**src/rtl/conv_sched_pkg.sv**
```systemverilog
// Shared types and helpers for the convolution scheduler.
// Default array geometry, FSM state encoding, and the start-time legality check.
// No logic of its own; imported by conv_sched and conv_row_skew.
package conv_sched_pkg;

  localparam int DEF_ROW   = 32;
  localparam int DEF_COL   = 32;
  localparam int DEF_LEN_W = 16;

  typedef enum logic [2:0] {
    S_IDLE,
    S_LOAD_W,
    S_GAP,
    S_STREAM,
    S_DRAIN,
    S_DONE
  } state_t;

  // A pass is runnable only if every dimension is non-zero and fits the array.
  function automatic logic cfg_legal(input logic [4:0] wd, input logic [5:0] nf,
                                     input logic len_nz, input int row, input int col);
    return (wd != 5'd0) && (int'(wd) <= row) &&
           (nf != 6'd0) && (int'(nf) <= col) && len_nz;
  endfunction

endpackage

```
**src/rtl/conv_row_skew.sv**
```systemverilog
// Per-row feature-valid generator: row r is live for stream cycles r .. feat_len+r-1.
// Latency: purely combinational from the stream counter.
// No backpressure; rows at or beyond weight_dim are never valid.
module conv_row_skew
  import conv_sched_pkg::*;
#(
  parameter int ROW = DEF_ROW,
  parameter int CW  = DEF_LEN_W + 1
) (
  input  logic           active,
  input  logic [CW-1:0]  t_cnt,
  input  logic [4:0]     weight_dim,
  input  logic [CW-1:0]  feat_len,
  output logic [ROW-1:0] row_vld
);

  // Diagonal wavefront: each row sees the same feature window delayed by its index.
  always_comb begin
    row_vld = '0;
    for (int r = 0; r < ROW; r++) begin
      row_vld[r] = active && (r < int'(weight_dim)) &&
                   (t_cnt >= CW'(r)) && (t_cnt < feat_len + CW'(r));
    end
  end

endmodule

```
**src/rtl/conv_sched.sv**
```systemverilog
// Systolic convolution pass scheduler: LOAD_W -> GAP -> STREAM -> DRAIN -> DONE.
// Latency: done arrives 1+weight_dim+1+(feat_len+weight_dim-1)+DRAIN_LAT cycles after start.
// No backpressure; start is ignored while busy, abort cancels next edge.
// Optional: CONV_SCHED_ZERO_PAD_EN drives feat_zero = ~row_vld during STREAM/DRAIN.
module conv_sched
  import conv_sched_pkg::*;
#(
  parameter int ROW       = DEF_ROW,
  parameter int COL       = DEF_COL,
  parameter int LEN_W     = DEF_LEN_W,
  parameter int DRAIN_LAT = ROW + COL
) (
  input  logic             clk,
  input  logic             rst,
  input  logic             start,
  input  logic             abort,
  input  logic [4:0]       weight_dim,
  input  logic [5:0]       num_filter,
  input  logic [LEN_W-1:0] feat_len,
  output logic [COL-1:0]   weight_en,
  output logic [4:0]       w_idx,
  output logic             conv_ctrl,
  output logic [LEN_W-1:0] t_cnt,
  output logic [ROW-1:0]   row_vld,
  output logic [ROW-1:0]   feat_zero,
  output logic             busy,
  output logic             done,
  output logic             err
);

  // One extra bit so feat_len+weight_dim never overflows the stream count.
  localparam int CW = LEN_W + 1;

  state_t           state_q, state_d;
  logic [4:0]       wd_q;
  logic [5:0]       nf_q;
  logic [LEN_W-1:0] len_q;
  logic [CW-1:0]    cnt_q, cnt_term;
  logic             err_q, legal, accept, in_stream, in_conv;
  logic [ROW-1:0]   vld;

  assign legal     = cfg_legal(weight_dim, num_filter, feat_len != '0, ROW, COL);
  assign accept    = (state_q == S_IDLE) && start && !abort && legal;
  assign in_stream = (state_q == S_STREAM);
  assign in_conv   = (state_q == S_STREAM) || (state_q == S_DRAIN);

  // Last counter value of the current phase; the counter holds there.
  always_comb begin
    cnt_term = '0;
    case (state_q)
      S_LOAD_W: cnt_term = CW'(wd_q) - CW'(1);
      S_STREAM: cnt_term = {1'b0, len_q} + CW'(wd_q) - CW'(2);
      S_DRAIN:  cnt_term = CW'(DRAIN_LAT - 1);
      default:  cnt_term = '0;
    endcase
  end

  // Phase sequencing; abort overrides everything outside IDLE.
  always_comb begin
    state_d = state_q;
    case (state_q)
      S_IDLE:   if (accept) state_d = S_LOAD_W;
      S_LOAD_W: if (cnt_q == cnt_term) state_d = S_GAP;
      S_GAP:    state_d = S_STREAM;
      S_STREAM: if (cnt_q == cnt_term) state_d = S_DRAIN;
      S_DRAIN:  if (cnt_q == cnt_term) state_d = S_DONE;
      S_DONE:   state_d = S_IDLE;
      default:  state_d = S_IDLE;
    endcase
    if (abort && state_q != S_IDLE) state_d = S_IDLE;
  end

  // State register and shared phase counter (cleared on every phase change, saturating).
  always_ff @(posedge clk or posedge rst) begin
    if (rst) begin
      state_q <= S_IDLE;
      cnt_q   <= '0;
    end else begin
      state_q <= state_d;
      if (state_d != state_q)  cnt_q <= '0;
      else if (cnt_q != cnt_term) cnt_q <= cnt_q + CW'(1);
    end
  end

  // Configuration capture on accept; err flags a rejected start for one cycle.
  always_ff @(posedge clk or posedge rst) begin
    if (rst) begin
      wd_q  <= '0;
      nf_q  <= '0;
      len_q <= '0;
      err_q <= 1'b0;
    end else begin
      err_q <= (state_q == S_IDLE) && start && !abort && !legal;
      if (accept) begin
        wd_q  <= weight_dim;
        nf_q  <= num_filter;
        len_q <= feat_len;
      end
    end
  end

  conv_row_skew #(.ROW(ROW), .CW(CW)) u_skew (
    .active    (in_stream),
    .t_cnt     (cnt_q),
    .weight_dim(wd_q),
    .feat_len  ({1'b0, len_q}),
    .row_vld   (vld)
  );

  // Output decode purely from state so reset and abort clear them immediately.
  always_comb begin
    weight_en = '0;
    w_idx     = '0;
    conv_ctrl = in_conv;
    t_cnt     = '0;
    row_vld   = vld;
    feat_zero = '0;
    busy      = (state_q != S_IDLE);
    done      = (state_q == S_DONE);
    if (state_q == S_LOAD_W) begin
      for (int c = 0; c < COL; c++) weight_en[c] = (c < int'(nf_q));
      w_idx = cnt_q[4:0];
    end
    if (in_stream) t_cnt = cnt_q[LEN_W-1:0];
`ifdef CONV_SCHED_ZERO_PAD_EN
    if (in_conv) feat_zero = ~vld;
`else
    feat_zero = '0;
`endif
  end

  assign err = err_q;

endmodule

```
**config.mk**
```make
export PLATFORM = sky130hd
export DESIGN_NAME = conv_sched
export DESIGN_NICKNAME = d
export VERILOG_FILES = /design/src/rtl/conv_sched_pkg.sv /design/src/rtl/conv_row_skew.sv /design/src/rtl/conv_sched.sv
export SDC_FILE = /design/constraint.sdc
export NUM_CORES = 1
export LEC_CHECK = 0
export BUFFER_PORTS_ARGS = -buffer_cell sky130_fd_sc_hd__buf_2
export CORE_MARGIN = 4
export CORE_UTILIZATION = 60
export DETAILED_ROUTE_END_ITERATION = 10
export PLACE_DENSITY = 0.85
export SYNTH_ARGS = -nofsm -noshare
export SYNTH_HDL_FRONTEND = slang
export SYNTH_SLANG_ARGS = --single-unit
```
**constraint.sdc**
```tcl
create_clock -name clk -period 9.3 [get_ports clk]
set_input_delay 1.395 -clock clk [delete_from_list [all_inputs] [get_ports clk]]
set_output_delay 1.395 -clock clk [all_outputs]
set_load 0.05 [all_outputs]
```
[Yosys cells after proc, flatten, opt, wreduce, memory -nomap -nowiden]
Index checks and enable logic that the tools add are counted.
W data, S select, Z words.
Storage, ports and cells
  output and inout bits: 121
  logic and storage cells: 296
  register bits: 48
Cells by class
  equality and inequality tests: 8
  add/subtract/negate cells: 34
  muxes and demuxes: 12
  reduce and logical (&&, ||, !) cells: 110
  magnitude comparators: 126
Operators with widths (number)
  $lt A17 B17 Y1: 30
  $add A16 B5 Y17 const B: 15
  $ge A17 B5 Y1 const B: 15
  $add A16 B4 Y17 const B: 8
  $ge A17 B4 Y1 const B: 8
  $logic_and A1 B1 Y1: 101
  $lt A5 B6 Y1 const A: 16
  $lt A5 B5 Y1 const A: 15
  $add A16 B3 Y17 const B: 4
  $ge A17 B3 Y1 const B: 4
  $pmux W17 S3: 1
  $lt A4 B6 Y1 const A: 8
  $lt A4 B5 Y1 const A: 8
  $add A16 B2 Y17 const B: 2
  $ge A17 B1 Y1 const B: 2
  $ge A17 B2 Y1 const B: 2
  $mux W17: 2
  $mux W32: 1
  $lt A3 B6 Y1 const A: 4
  $lt A3 B5 Y1 const A: 4
  $add A16 B1 Y17 const B: 1
  $add A16 B5 Y17: 1
  $add A17 B1 Y17 const B: 1
  $eq A17 B17 Y1: 1
  other kinds (25): 36

[Longest topological paths before layout]
Gate-level depths: netlist (run 1).
  depth after elaboration: 10
  gate-level depth with buffers: 20
  depth with buffers taken out: 17

[Cells and area by module]
Synthesis (run 1) repeated with hierarchy kept, for this count alone.
Second synthesis, totals
  cells, all modules: 2757
  area, all modules: 20576.0 um^2
Modules (own cells, without submodules)
  conv_row_skew: instances 1, cells each 2142, seq. area each 0.0 um^2, area each 15897.7 um^2
  conv_sched: instances 1, cells each 615, seq. area each 1201.2 um^2, area each 4678.2 um^2

[Worst setup path before layout (run 1)]
OpenSTA, ideal clock, no wires.
  kind: register to output
  start point: register len_q[4]
  end point: output row_vld[26]
  path buffers: 3
  slack: 3.491 ns
  cell stages (with the launch flop): 16
  arrival time: 4.414 ns
  path through: dfrtp_1 -> clkbuf_1 -> inv_2 -> ha_1 -> clkbuf_1 -> clkbuf_1 -> nand2_1 -> o21ai_0 -> nand2_1 -> xnor2_1 -> ha_1 -> nand3_1 -> nor3_1 -> a311oi_1 -> o21ai_0 -> nor4_1
On the way
  cells in the longest elaborated chain, start to end: 3
Ends and longest elaborated chain
  start: declaration: line conv_sched.sv:37  | logic [LEN_W-1:0] len_q;
  start signal: assignment: line conv_sched.sv:97  | len_q <= feat_len;
  $add A16 B5 Y17: line conv_row_skew.sv:22  | (t_cnt >= CW'(r)) && (t_cnt < feat_len + CW'(r));
  $lt A17 B17 Y1: line conv_row_skew.sv:22
  $logic_and A1 B1 Y1: line conv_row_skew.sv:22
  end: declaration: line conv_sched.sv:24  | output logic [ROW-1:0] row_vld,
Every way passes these cells.

[Worst setup path in the final report (run 1)]
  start point: register len_q[6]
  end point: output row_vld[6]
On the way
  cells in the longest elaborated chain, start to end: 3
Ends and longest elaborated chain (line)
  $add A16 B3 Y17: conv_row_skew.sv:22
  $lt A17 B17 Y1: conv_row_skew.sv:22
  $logic_and A1 B1 Y1: conv_row_skew.sv:22
Every way passes these cells.

==> qor.csv, run 1 <==
metric,value,unit
met1Wirelength,32180,µm
finalCriticalPeriod,6.906,ns
placementRows,66,
path_class,reg2out,
initial_utilization,61.25,%
antenna_found_initial,5,
synth_enable_flop_cells,0,
crit_start,len_q[6]$_DFFE_PP0P_,
hold_buffers,0,
final_cell_mix,"ha_1, xnor2_1, nand2_1, nor2_1, a21oi_1",
ff2ff_path_depth,16,
grt_max_degree,51,
final.period_utilization,74.26,%
postSynthAreaPerCell,7.496,µm²
ys.flop_type,dfrtp_1,
skew,0.005975,ns
async_reset_ff_share,100.0,%
cts_root_buffer,clkbuf_16,
cp.required,7.91,ns
total_power,4.636,mW
finalSetupTns,0,ns
utilization,64.12,%
cts_sinks,48,
powerDensity,220.5,nW/µm²
vias_per_cell,6.995,
clk_pin_slew_worst_paths,0.07,ns
htreeDepth,2,
clkLatencyLatePin,0.30,ns
grt_usage,45.23,%
dr.pass1.iters,7,
drc,0,
holdPathEnd,nf_q[4]$_DFFE_PP0P_,
grt_pass1_vias,20890,
slew_headroom,8.725,%
regArea,1216,µm²
fp.dieArea,36460,µm²
worstMarginPinSlew,1.365,ns
postCtsSetupBuffers,0,
route.vias.total,22000,
crit_path_start_kind,register,
outcome,finished clean,
fmax,0.1448,GHz
post_cts_resized,0,
ys_warn_count,0,
top_layer,met5,
io_pins,152,
end_kind,output port,
cts_made_buffers,5,
hpwl,59720,µm
rsz0062_at_grt,no,
syn_inst,2679,
hold_path_class,reg2reg,
path_max_fanout,17,
gp_congestion,1.058,
tritoncts,yes,
die_x,190.9,µm
drive_above_1_share,8.815,%
num-fill-cells,2984,
leakagePower,10.27,nW
peakVddDrop,0.1455,mV
ys_seq_area_share,5.981,%
hold_depth,1,
first_iter_violations,3058,
multi_input_area,17840,µm²
worst_r2r_endpoint,state_q[0]$_DFF_PP0_,
setup-violations-final,0,
dr_wl_met3,12900,µm
die-height,190.9,µm
clockBufferDepth,2,
worst_r2r_startpoint,len_q[1]$_DFFE_PP0P_,
hold_violations,0,
final_common_cell,ha_1,
gr-total-overflow,0,
cp_data_arrival_time,5.51,ns
wirelength,85690,µm
areaGrowthSynthToFinish,4.679,%
drv_slew,0,
ys_types,84,
io_buffers,118,
min_from,nf_q[4]$_DFFE_PP0P_,
synth-seq-cells,48,
syn_area,20080,µm²
maxCapViolations,0,
drtAntennaViolNets,0,
avgRoutedWirePerCell,27.25,µm
nets,3214,
routed-wl-met2,34380,µm
r2r_setup_slack,3.18,ns
grt_pass1_wl,126800,µm
coreArea,32780,µm²
worst max-delay path by stage:
stage                        endpoint  slack [ns]
after floorplan           row_vld[26]        3.49
after CTS                  row_vld[6]        2.70
after global routing       row_vld[6]        2.33
after detailed placement   row_vld[6]        3.03
after global placement    row_vld[10]        3.12
final                      row_vld[6]        2.39
flip-flops by register name (all words and copies together), names as in the netlist:
register,flops
cnt_q,17
len_q,16
nf_q,6
wd_q,5
state_q,3
err,1
worst max-delay path, cell delays in order, from the launching register on:
cell and delay, ns:
dfrtp_1 0.71, ha_1 0.73, buf_4 0.30, and3_1 0.17
buf_4 0.27, nand2_1 0.31, nor2_2 0.80, nand2_1 0.11
ha_1 0.33, nand4_1 0.12, nor2_1 0.08, a2111oi_0 0.42
o2111ai_1 0.18, a31oi_1 0.31, buf_2 0.33
Yosys cell counts (all sizes together) (4+ instances only):
cell type	n	area share, %
a2111oi	18	0.79
a211oi	15	0.67
a21o	132	4.9
a21oi	183	4.6
a22oi	16	0.67
a311oi	9	0.45
a31oi	38	1.2
and2	11	0.34
and3	23	0.72
and4	4	0.17
buf	79	2.3
clkbuf	101	1.9
dfrtp	48	6.0
ha	483	30
inv	85	1.6
mux2	9	0.50
mux2i	6	0.30
nand2	240	4.5
nand2b	34	1.1
nand3	64	1.6
nand4	61	2.0
nor2	241	4.5
nor2b	80	2.5
nor3	34	0.95
nor3b	5	0.19
nor4	18	0.56
nor4b	5	0.22
o2111ai	14	0.64
o211ai	9	0.34
o21a	15	0.56
o21ai	140	3.5
o21bai	6	0.22
o221ai	4	0.17
o31ai	11	0.44
or2	9	0.28
or3	19	0.59
or4	9	0.41
xnor2	355	15
xor2	11	0.48
cells by family after synthesis:
family | count (synthesis) | share of synthesized area [%]
and+or+nand+nor | 865 | 20.97
other | 1 | 0.01867
buffers and inverters | 266 | 5.832
AOI/OAI and AO/OA | 634 | 20.24
xor gates and xnor gates | 366 | 15.96
DFF | 48 | 5.981
muxes | 15 | 0.8038
adders and majority gates | 484 | 30.19
cell type report:
class / count / share of cell area (%)
repair buffers: 161 / 4.345
clock inverters: 3 / 0.2202
inverters: 86 / 1.536
diodes: 3 / 0.03571
multi-input cells: 2397 / 84.85
clock buffers: 5 / 0.5952
flip-flops and latches: 48 / 5.785
well taps: 442 / 2.631
power breakdown:
part	total [mW]	internal, mW	switching, mW
clock network	0.218	0.128	0.0901
logic	4.00	1.39	2.61
registers	0.413	0.254	0.160
per-layer routing:
layer	track usage, %	vias up
met5	0	-
met4	25.36	8
met3	13.09	457
met2	65.81	1842
met1	59.80	10180
li1	-	9512
through the flow:
| stage | cells | cell area, µm² | hold WS (ns) | worst slack, ns |
|---|---|---|---|---|
| CTS | 3142 | 21010 | 0.6238 | 2.700 |
| finish | 3145 | 21020 | 0.6183 | 2.394 |
| floorplan | 2711 | 20200 | 0.5462 | 3.491 |
| global placement | 3134 | 20840 | 0.5774 | 3.122 |
| detailed placement | 3134 | 20840 | 0.6077 | 3.034 |
| global route | 3142 | 21010 | 0.6390 | 2.325 |
No activity file was read; power rests on OpenSTA's default activity.
==> inputs of run 2 (changes only) <==
Settings changed: CORE_UTILIZATION 60 to 58.
Clock period 9.3 ns to 6.2 ns, I/O delays scaled along.
==> qor.csv, run 2 (synthesized netlist as in run 1, its figures left out) <==
metric,value,unit,change
outcome,finished clean,,unchanged
hold_violations,0,,unchanged
crit_path_start_kind,register,,unchanged
nets,3253,,was 3214
critPathMaxStageDelay,0.70,ns,was 0.80 ns
clk_pin_slew_worst_paths,0.07,ns,about the same
cts_made_buffers,5,,unchanged
clockBufferDepth,2,,unchanged
placementRows,67,,was 66
drive_above_1_share,10.08,%,was 8.815%
internal-power,2.719,mW,was 1.774 mW
gr-total-overflow,0,,unchanged
drtAntennaViolNets,0,,unchanged
antenna_found_initial,4,,was 5
grt_pass1_wl,127500,µm,was 126800 µm
regArea,1217,µm²,was 1216 µm²
avgRoutedWirePerCell,26.85,µm,was 27.25 µm
cp.required,5.27,ns,was 7.91 ns
fmax,0.1723,GHz,
worst_slack,0.3948,ns,was 2.394 ns
crit_start,len_q[1]$_DFFE_PP0P_,,was len_q[6]$_DFFE_PP0P_
initial_utilization,59.30,%,was 61.25%
peakVddDrop,0.2178,mV,was 0.1455 mV
first_iter_violations,2987,,was 3058
power_frac_seq,9.3,%,was 8.9%
postPlaceCellArea,21200,µm²,was 20840 µm²
stdcell_count,3188,,was 3145
rsz0062_at_grt,no,,unchanged
htreeDepth,2,,unchanged
io_pins,152,,unchanged
die-height,194.1,µm,was 190.9 µm
cts_sinks,48,,unchanged
grt_pass1_vias,21490,,was 20890
grt_max_degree,51,,unchanged
multi_input_area,17830,µm²,was 17840 µm²
dr.pass1.iters,7,,unchanged
wirelength,85610,µm,was 85690 µm
critPathCapture,row_vld[19],,was row_vld[6]
path_class,reg2out,,unchanged
path_cells,inv_1 -> ha_1 -> nor2b_1 -> a21oi_1 -> nor2b_1 -> nand2_1 -> xnor2_1 -> ha_1 -> nand3_1 -> nor2_1 -> a2111oi_0 -> o2111ai_1 -> a31oi_1 -> buf_2,,was ha_1 -> buf_4 -> and3_1 -> buf_4 -> nand2_1 -> nor2_2 -> nand2_1 -> ha_1 -> nand4_1 -> nor2_1 -> a2111oi_0 -> o2111ai_1 -> a31oi_1 -> buf_2
num-fill-cells,3029,,was 2984
final.period_utilization,93.63,%,
hold_buffers,0,,unchanged
powerDensity,327.9,nW/µm²,was 220.5 nW/µm²
coreArea,33870,µm²,was 32780 µm²
fin_area,21370,µm²,was 21020 µm²
clkLatencyLatePin,0.29,ns,was 0.30 ns
final_cell_mix,"ha_1, xnor2_1, nand2_1, nor2_1, a21oi_1",,unchanged
switching_power,4.287,mW,was 2.862 mW
cp_data_arrival_time,4.88,ns,was 5.51 ns
r2r_setup_slack,0.51,ns,was 3.18 ns
final_common_cell,ha_1,,unchanged
regMostFlops,cnt_q,,unchanged
dp_cells,3179,,was 3134
vias_per_cell,6.967,,was 6.995
post_cts_resized,0,,unchanged
hold_path_class,reg2reg,,unchanged
tritoncts,yes,,unchanged
areaGrowthSynthToFinish,6.405,%,was 4.679%
leakagePower,10.46,nW,was 10.27 nW
postCtsSetupBuffers,0,,unchanged
gp_congestion,1.108,,was 1.058
worst_r2r_endpoint,state_q[0]$_DFF_PP0_,,unchanged
maxCapViolations,0,,unchanged
end_kind,output port,,unchanged
clkPwrFrac,4.5,%,was 4.7%
largest_reg_flops,17,,unchanged
hpwl,61800,µm,was 59720 µm
die_x,194.1,µm,was 190.9 µm
worst_r2r_startpoint,wd_q[1]$_DFFE_PP0P_,,was len_q[1]$_DFFE_PP0P_
finalCriticalPeriod,5.805,ns,
slew_headroom,17.98,%,was 8.725%
setup-violations-final,0,,unchanged
io_buffers,118,,unchanged
worstMarginPinSlew,1.230,ns,was 1.365 ns
route.vias.total,22210,,was 22000
swShare,61.19,%,was 61.74%
drc,0,,unchanged
path_max_fanout,14,,was 17
fp.dieArea,37670,µm²,was 36460 µm²
skew,0.006543,ns,was 0.005975 ns
pre_cts_slack,0.8225,ns,was 3.034 ns
ff2ff_path_depth,16,,unchanged
largest_registers,"cnt_q (17), len_q (16), nf_q (6)",,unchanged
cp_slowest_cell,dfrtp_1,,was nor2_2
grt_usage,42.81,%,was 45.23%
cts_root_buffer,clkbuf_16,,unchanged
finalSetupTns,0,ns,unchanged
drv_slew,0,,unchanged
combinationalPowerShare,86.3,%,was 86.4%
-- run 2: cell count changes in the layout (fill, tap and decap cells not counted), sizes merged --
cell and delta:
buf +39, clkbuf +1, clkinv +1, clkinvlp -1, diode -2, inv -1
-- run 2: cell type report --
| class | count | share of cell area (%) |
|---|---|---|
| Antenna cell | 1 | 0.01171 |
| Sequential cell | 48 | 5.697 |
| Timing Repair Buffer | 200 | 5.926 |
| Clock buffer | 6 | 0.6031 |
| Inverter | 86 | 1.511 |
| Tap cell | 448 | 2.623 |
| Clock inverter | 2 | 0.1640 |
| Multi-Input combinational cell | 2397 | 83.46 |
-- run 2: worst min-delay path by stage --
stage,start,slack (ns),cells past startpoint,to
final,cnt_q[4]$_DFFE_PP0P_,0.64,2,cnt_q[4]$_DFFE_PP0P_
after global routing,cnt_q[4]$_DFFE_PP0P_,0.68,2,cnt_q[4]$_DFFE_PP0P_
after CTS,cnt_q[4]$_DFFE_PP0P_,0.64,2,cnt_q[4]$_DFFE_PP0P_
after detailed placement,nf_q[4]$_DFFE_PP0P_,0.61,1,nf_q[4]$_DFFE_PP0P_
after global placement,nf_q[4]$_DFFE_PP0P_,0.58,1,nf_q[4]$_DFFE_PP0P_
after floorplan,nf_q[4]$_DFFE_PP0P_,0.55,1,nf_q[4]$_DFFE_PP0P_
-- run 2: stage by stage --
stage | hold slack [ns] | total power [mW] | util (%)
floorplan | 0.5462 | 4.691 | -
global placement | 0.5840 | 6.181 | 62.60
detailed placement | 0.6145 | 6.366 | 62.60
CTS | 0.6361 | 6.704 | 63.09
global route | 0.6815 | 7.383 | 63.09
finish | 0.6390 | 7.006 | 63.09
-- run 2: per-layer routing --
layer	wire length (µm)	global-route usage, %	up-vias
met1	30670	54.08	10180
met3	13430	13.95	561
li1	-	-	9602
met2	34330	63.26	1857
met5	35	0	-
met4	7148	25.94	6
-- run 2: power groups by stage --
stage / clock network, mW / logic [mW] / registers [mW]
after floorplan: 0 / 4.21 / 0.482
after global placement: 0 / 5.56 / 0.621
after detailed placement: 0 / 5.74 / 0.631
after CTS: 0.311 / 5.77 / 0.625
after global routing: 0.326 / 6.41 / 0.646
final: 0.312 / 6.05 / 0.648
-- run 2: worst max-delay path, delay by kind of cell (launching register included) --
kind	cells	cell delay, ns
flops	1	0.70
compound gates	4	1.09
xor+xnor	1	0.14
buf+inv	2	0.62
simple gates	5	1.32
fa+ha+maj	2	0.72
